--- src/rtl/dmem_arb_pkg.sv ---
// Shared constants and state encoding for the data-memory arbiter.
package dmem_arb_pkg;

  localparam int ADDR_W_DEF = 12;
  localparam int DATA_W_DEF = 32;
  localparam int RD_LAT_DEF = 1;

  typedef enum logic [1:0] {
    IDLE  = 2'd0,
    ISSUE = 2'd1,
    WAIT  = 2'd2,
    RESP  = 2'd3
  } arb_state_e;

  // Width of the read-latency counter; it counts 0..lat-1 and never drops below one bit.
  function automatic int cnt_width(input int lat);
    if (lat > 1) begin
      return $clog2(lat);
    end else begin
      return 1;
    end
  endfunction

endpackage

--- src/rtl/dmem_arbiter_rr_pick2.sv ---
// Two-input round-robin pick: on a tie the port that did not win last time goes next.
module rr_pick2 (
  input  logic [1:0] req,
  input  logic       last,
  output logic       winner,
  output logic       any
);

  // Winner selection from the current requests and the previous owner
  always_comb begin
    winner = 1'b0;
    any    = |req;
    if (req == 2'b11) begin
      winner = ~last;
    end else begin
      winner = req[1];
    end
  end

endmodule

--- src/rtl/dmem_arbiter.sv ---
// Two-port arbiter in front of a single synchronous data memory; one transaction
// at a time, registered memory drive and registered per-port ack/rdata.
module dmem_arbiter
  import dmem_arb_pkg::*;
#(
  parameter int ADDR_W = ADDR_W_DEF,
  parameter int DATA_W = DATA_W_DEF,
  parameter int RD_LAT = RD_LAT_DEF
) (
  input  logic              clock,
  input  logic              reset,
  input  logic              p0_req,
  input  logic              p0_wren,
  input  logic [ADDR_W-1:0] p0_addr,
  input  logic [DATA_W-1:0] p0_wdata,
  output logic              p0_ack,
  output logic [DATA_W-1:0] p0_rdata,
  input  logic              p1_req,
  input  logic              p1_wren,
  input  logic [ADDR_W-1:0] p1_addr,
  input  logic [DATA_W-1:0] p1_wdata,
  output logic              p1_ack,
  output logic [DATA_W-1:0] p1_rdata,
  output logic [ADDR_W-1:0] address_dmem,
  output logic [DATA_W-1:0] data,
  output logic              wren,
  input  logic [DATA_W-1:0] q_dmem,
  output logic              busy,
  output logic              grant_id
);

  localparam int              CNT_W    = cnt_width(RD_LAT);
  localparam logic [CNT_W-1:0] LAST_CNT = CNT_W'(RD_LAT - 1);

  arb_state_e        r_state;
  arb_state_e        w_state_nxt;
  logic [CNT_W-1:0]  r_cnt;
  logic              r_grant;
  logic              r_wr_lat;
  logic [ADDR_W-1:0] r_addr;
  logic [DATA_W-1:0] r_data;
  logic              r_wren;
  logic [1:0]        r_ack;
  logic              r_busy;
  logic [DATA_W-1:0] r_rdata0;
  logic [DATA_W-1:0] r_rdata1;

  logic              w_winner;
  logic              w_any;
  logic              w_last;
  logic              w_sel_wren;
  logic [ADDR_W-1:0] w_sel_addr;
  logic [DATA_W-1:0] w_sel_wdata;

  rr_pick2 u_pick (
    .req    ({p1_req, p0_req}),
    .last   (r_grant),
    .winner (w_winner),
    .any    (w_any)
  );

  assign w_sel_wren  = w_winner ? p1_wren  : p0_wren;
  assign w_sel_addr  = w_winner ? p1_addr  : p0_addr;
  assign w_sel_wdata = w_winner ? p1_wdata : p0_wdata;
  assign w_last      = (r_cnt == LAST_CNT);

  // State register
  always_ff @(posedge clock or negedge reset) begin
    if (!reset) begin
      r_state <= IDLE;
    end else begin
      r_state <= w_state_nxt;
    end
  end

  // Next-state decode
  always_comb begin
    w_state_nxt = r_state;
    case (r_state)
      IDLE: begin
        if (w_any) begin
          w_state_nxt = ISSUE;
        end else begin
          w_state_nxt = IDLE;
        end
      end
      ISSUE: begin
        if (r_wr_lat) begin
          w_state_nxt = RESP;
        end else begin
          w_state_nxt = WAIT;
        end
      end
      WAIT: begin
        if (w_last) begin
          w_state_nxt = RESP;
        end else begin
          w_state_nxt = WAIT;
        end
      end
      RESP:    w_state_nxt = IDLE;
      default: w_state_nxt = IDLE;
    endcase
  end

  // Datapath: request latch, memory drive, wait counter, read capture and ack pulse.
  // The memory drive is loaded on the grant edge so it is valid for the whole ISSUE cycle.
  always_ff @(posedge clock or negedge reset) begin
    if (!reset) begin
      r_cnt    <= {CNT_W{1'b0}};
      r_grant  <= 1'b1;
      r_wr_lat <= 1'b0;
      r_addr   <= {ADDR_W{1'b0}};
      r_data   <= {DATA_W{1'b0}};
      r_wren   <= 1'b0;
      r_ack    <= 2'b00;
      r_busy   <= 1'b0;
      r_rdata0 <= {DATA_W{1'b0}};
      r_rdata1 <= {DATA_W{1'b0}};
    end else begin
      r_ack  <= 2'b00;
      r_wren <= 1'b0;
      r_busy <= (w_state_nxt != IDLE);
      case (r_state)
        IDLE: begin
          if (w_any) begin
            r_grant  <= w_winner;
            r_wr_lat <= w_sel_wren;
            r_addr   <= w_sel_addr;
            r_data   <= w_sel_wdata;
            r_wren   <= w_sel_wren;
          end
        end
        ISSUE: begin
          r_cnt <= {CNT_W{1'b0}};
          if (r_wr_lat) begin
            r_ack[r_grant] <= 1'b1;
          end
        end
        WAIT: begin
          if (w_last) begin
            r_cnt          <= {CNT_W{1'b0}};
            r_ack[r_grant] <= 1'b1;
            if (r_grant) begin
              r_rdata1 <= q_dmem;
            end else begin
              r_rdata0 <= q_dmem;
            end
          end else begin
            r_cnt <= r_cnt + CNT_W'(1);
          end
        end
        RESP:    r_cnt <= {CNT_W{1'b0}};
        default: r_cnt <= {CNT_W{1'b0}};
      endcase
    end
  end

  assign address_dmem = r_addr;
  assign data         = r_data;
  assign wren         = r_wren;
  assign p0_ack       = r_ack[0];
  assign p1_ack       = r_ack[1];
  assign p0_rdata     = r_rdata0;
  assign p1_rdata     = r_rdata1;
  assign busy         = r_busy;
  assign grant_id     = r_grant;

endmodule

--- config.mk ---
export PLATFORM = sky130hd
export DESIGN_NAME = dmem_arbiter
export DESIGN_NICKNAME = d
export VERILOG_FILES = /design/src/rtl/dmem_arb_pkg.sv /design/src/rtl/dmem_arbiter_rr_pick2.sv /design/src/rtl/dmem_arbiter.sv
export SDC_FILE = /design/constraint.sdc
export NUM_CORES = 1
export LEC_CHECK = 0
export ABC_AREA = 1
export CAP_MARGIN = 20
export CORE_MARGIN = 3
export CORE_UTILIZATION = 45
export CTS_CLUSTER_DIAMETER = 40
export CTS_CLUSTER_SIZE = 20
export DETAILED_ROUTE_END_ITERATION = 12
export PLACE_DENSITY = 0.93
export SLEW_MARGIN = 20
export SYNTH_ARGS = -nofsm -noshare
export SYNTH_HDL_FRONTEND = slang
export SYNTH_SLANG_ARGS = --single-unit
export TNS_END_PERCENT = 20
--- constraint.sdc ---
create_clock -name clock -period 2 [get_ports clock]
set_input_delay 0.4 -clock clock [delete_from_list [all_inputs] [get_ports clock]]
set_output_delay 0.4 -clock clock [all_outputs]
set_load 0.03 [all_outputs]
==> metrics.md <==
| Metric | Value |
|---|---|
| RSZ-0062 raised after global routing | `false` |
| Clock transition at path regs | `60 ps` |
| Vias per cell | `4.83` |
| Synth-to-Final Area Change | `58.5%` |
| Via count | `5022` |
| Pwr Density | `1760 nW/um2` |
| CTS tree | `done` |
| CP bufs+invs | `1` |
| Number of nets in the layout | `1015` |
| Crit Path Category | `reg2out` |
| Die Height | `114 um` |
| Starting Density | `47.3%` |
| Initial antenna violation count | `0` |
| Synth cell count leaders | `205 x nand2_1, 128 x inv_1, 115 x dfrtp_1` |
| Hpwl dp | `11200 um` |
| Synth warn | `0` |
| Tot Pwr | `14.7 mW` |
| Synth area leaders | `dfrtp_1 55%, nand2_1 15%, inv_1 9.1%` |
| FF-to-FF End | `p0_rdata[20]` |
| Smallest hold slack | `72.1 ps` |
| Worst reg2reg path depth | `5` |
| R2r setup slk | `450 ps` |
| I/O pins | `239` |
| Global route overflow | `0` |
| Relative slew slack | `59.2%` |
| Critical path peak fanout | `2` |
| Clk_skew | `7.47 ps` |
| Syn avg cell area | `8.08 um2` |
| CP peak stage delay | `700 ps` |
| Status | `finished clean` |
| Reg-to-Reg Start | `grant_id` |
| Sequential fraction of the synthesis area | `55.2%` |
| Final Cycle Share | `94.2%` |
| Die area | `13000 um2` |
| Core Box Area | `11100 um2` |
| Inst Count DP | `1007` |
| First-pass GRT wire length | `24700 um` |
| CP required | `1600 ps` |
| Residual DRC count | `0` |
| Overall routing resource usage | `24.0%` |
| Drt total wl | `15400 um` |
| Gate Count Post-Synth | `651` |
| Critical Path Sink Type | `primary output` |
| Peak VDD IR | `1190 uV` |
| Gp weighted congestion | `0.823` |
| Largest net degree at the start of global routing | `117` |
| Final hold violation count | `0` |
| Max clock buf depth | `2` |
| Die Width | `114 um` |
| Cell variety after synth | `20` |
| ANT cells | `0` |
| Area of placed instances | `7760 um2` |
| Postcts setup bufs | `0` |
| Worst Hold Class | `in2async` |
| Slew @ Worst Pin | `612 ps` |
| Layout fillers | `763` |
| Number of buffers created by CTS | `17` |
| Number of port buffers | `238` |
| CTS Hold Buffers Added | `0` |
| Finished Core Util | `74.9%` |
| Top-count cell post-synth | `nand2_1` |
| Cell Area, Synth | `5260 um2` |
| Root Buffer Master | `clkbuf_16` |
| Synth top area share | `54.7%` |
| CTS H-tree lvls | `4` |
| Static Leak | `4.27 nW` |
| Finished Layout Cells | `1039` |
| F_max | `531 MHz` |
| Cell type with the largest total area after synthesis | `dfrtp_1` |
| Setup_tns | `0 ps` |
| Worst path arrival time | `1480 ps` |
| Syn nets | `780` |
| Vias in the first global route | `4990` |
| Final instance area | `8330 um2` |
| Crit-path slowest cell | `clkdlybuf4s50_1` |
| Largest delay share family, worst path | `buffers and inverters` |
| DR pass1 iterations | `6` |
| Drt initial violations | `467` |
| FP Rows | `38` |
| Pre-CTS WS | `229 ps` |
| Cell Chain, Critical Path | `clkdlybuf4s50_1` |
| Final Max Slew Viols | `0` |
| CTS resizes | `0` |
| Async SR Flop Fraction | `100%` |
| Setup ws final | `115 ps` |
| Final Setup Violations | `0` |
| Drt wl/cell | `14.8 um` |
| Layout cells sized above 1 | `5.90%` |
| Synth Register Bits | `116` |
| Skew-Pair Late Insertion Delay | `400 ps` |
| Startpoint types | `flip-flop` |
| Final antenna-violating net count | `0` |
| CTS sink count | `116` |
| Number of synthesized flops with an enable pin | `0` |
| Period minus WS final | `1880 ps` |
| Max_cap viols | `0` |
| Top FF cell, synth | `dfrtp_1` |
area by class of cell:
class / count / area, um2 / share of cell area [%]
Clock buffer: 18 / 429 / 5.15
Clock inverter: 14 / 144 / 1.73
Inverter: 128 / 480 / 5.76
Multi-Input combinational cell: 373 / 1660 / 20.0
Sequential cell: 116 / 2900 / 34.8
Tap cell: 140 / 175 / 2.10
Timing Repair Buffer: 250 / 2540 / 30.4
flip-flops by register name, summed over array words and instances (netlist names):
name          cells
r_wr_lat          1
busy              1
r_ack             2
p1_rdata         32
grant_id          1
p0_rdata         32
data             32
r_state           2
wren              1
address_dmem     12
layer usage:
layer,wire length (um),global-route usage [%],share of wire [%]
met2,7550,40.5,49
met4,256,7.28,1.7
met3,1540,8.25,10
met1,6030,29.2,39
met5,0,0,0
kinds of logic (layout without fill, tap and decap cells):
group,after synthesis,count (layout),share of synthesized area (%)
AOI/OAI and AO/OA,66,66,6.28
adders and majority gates,3,3,0.714
buffers and inverters,162,410,13.3
DFF,116,116,55.2
and+or+nand+nor,304,304,24.4
cells in the final DEF (no fill, tap or decap):
cell type / instances
clkdlybuf4s50_1: 235
nand2_1: 205
inv_1: 128
dfrtp_1: 115
nand3_1: 90
o21ai_1: 42
o21ai_0: 23
clkbuf_16: 17
buf_4: 8
inv_6: 6
buf_12: 6
clkinvlp_4: 4
nor2_1: 3
ha_1: 3
nand2_4: 2
nand2_2: 2
inv_8: 2
o21ai_4: 1
nand3b_1: 1
nor2_4: 1
clkbuf_1: 1
bufinv_16: 1
clkinv_4: 1
dfstp_2: 1
buf_2: 1
worst max path at each step:
stage                             from               to  slack (ps)  depth (start not counted)
final                     p0_rdata[15]     p0_rdata[15]         120                          1
after global routing          data[25]         data[25]          70                          1
after floorplan               grant_id  address_dmem[0]         690                          6
after detailed placement        p0_req          data[5]         230                          7
after global placement          p0_req          data[6]         280                          7
after CTS                 p0_rdata[15]     p0_rdata[15]          90                          1
power by group:
group,switching (mW),leakage (nW),internal (mW)
sequential,0.689,1.42,3.54
combinational,4.53,2.59,3.00
clock,1.16,0.269,1.75
total,6.38,4.27,8.29
(Power assumes the default switching activity.)
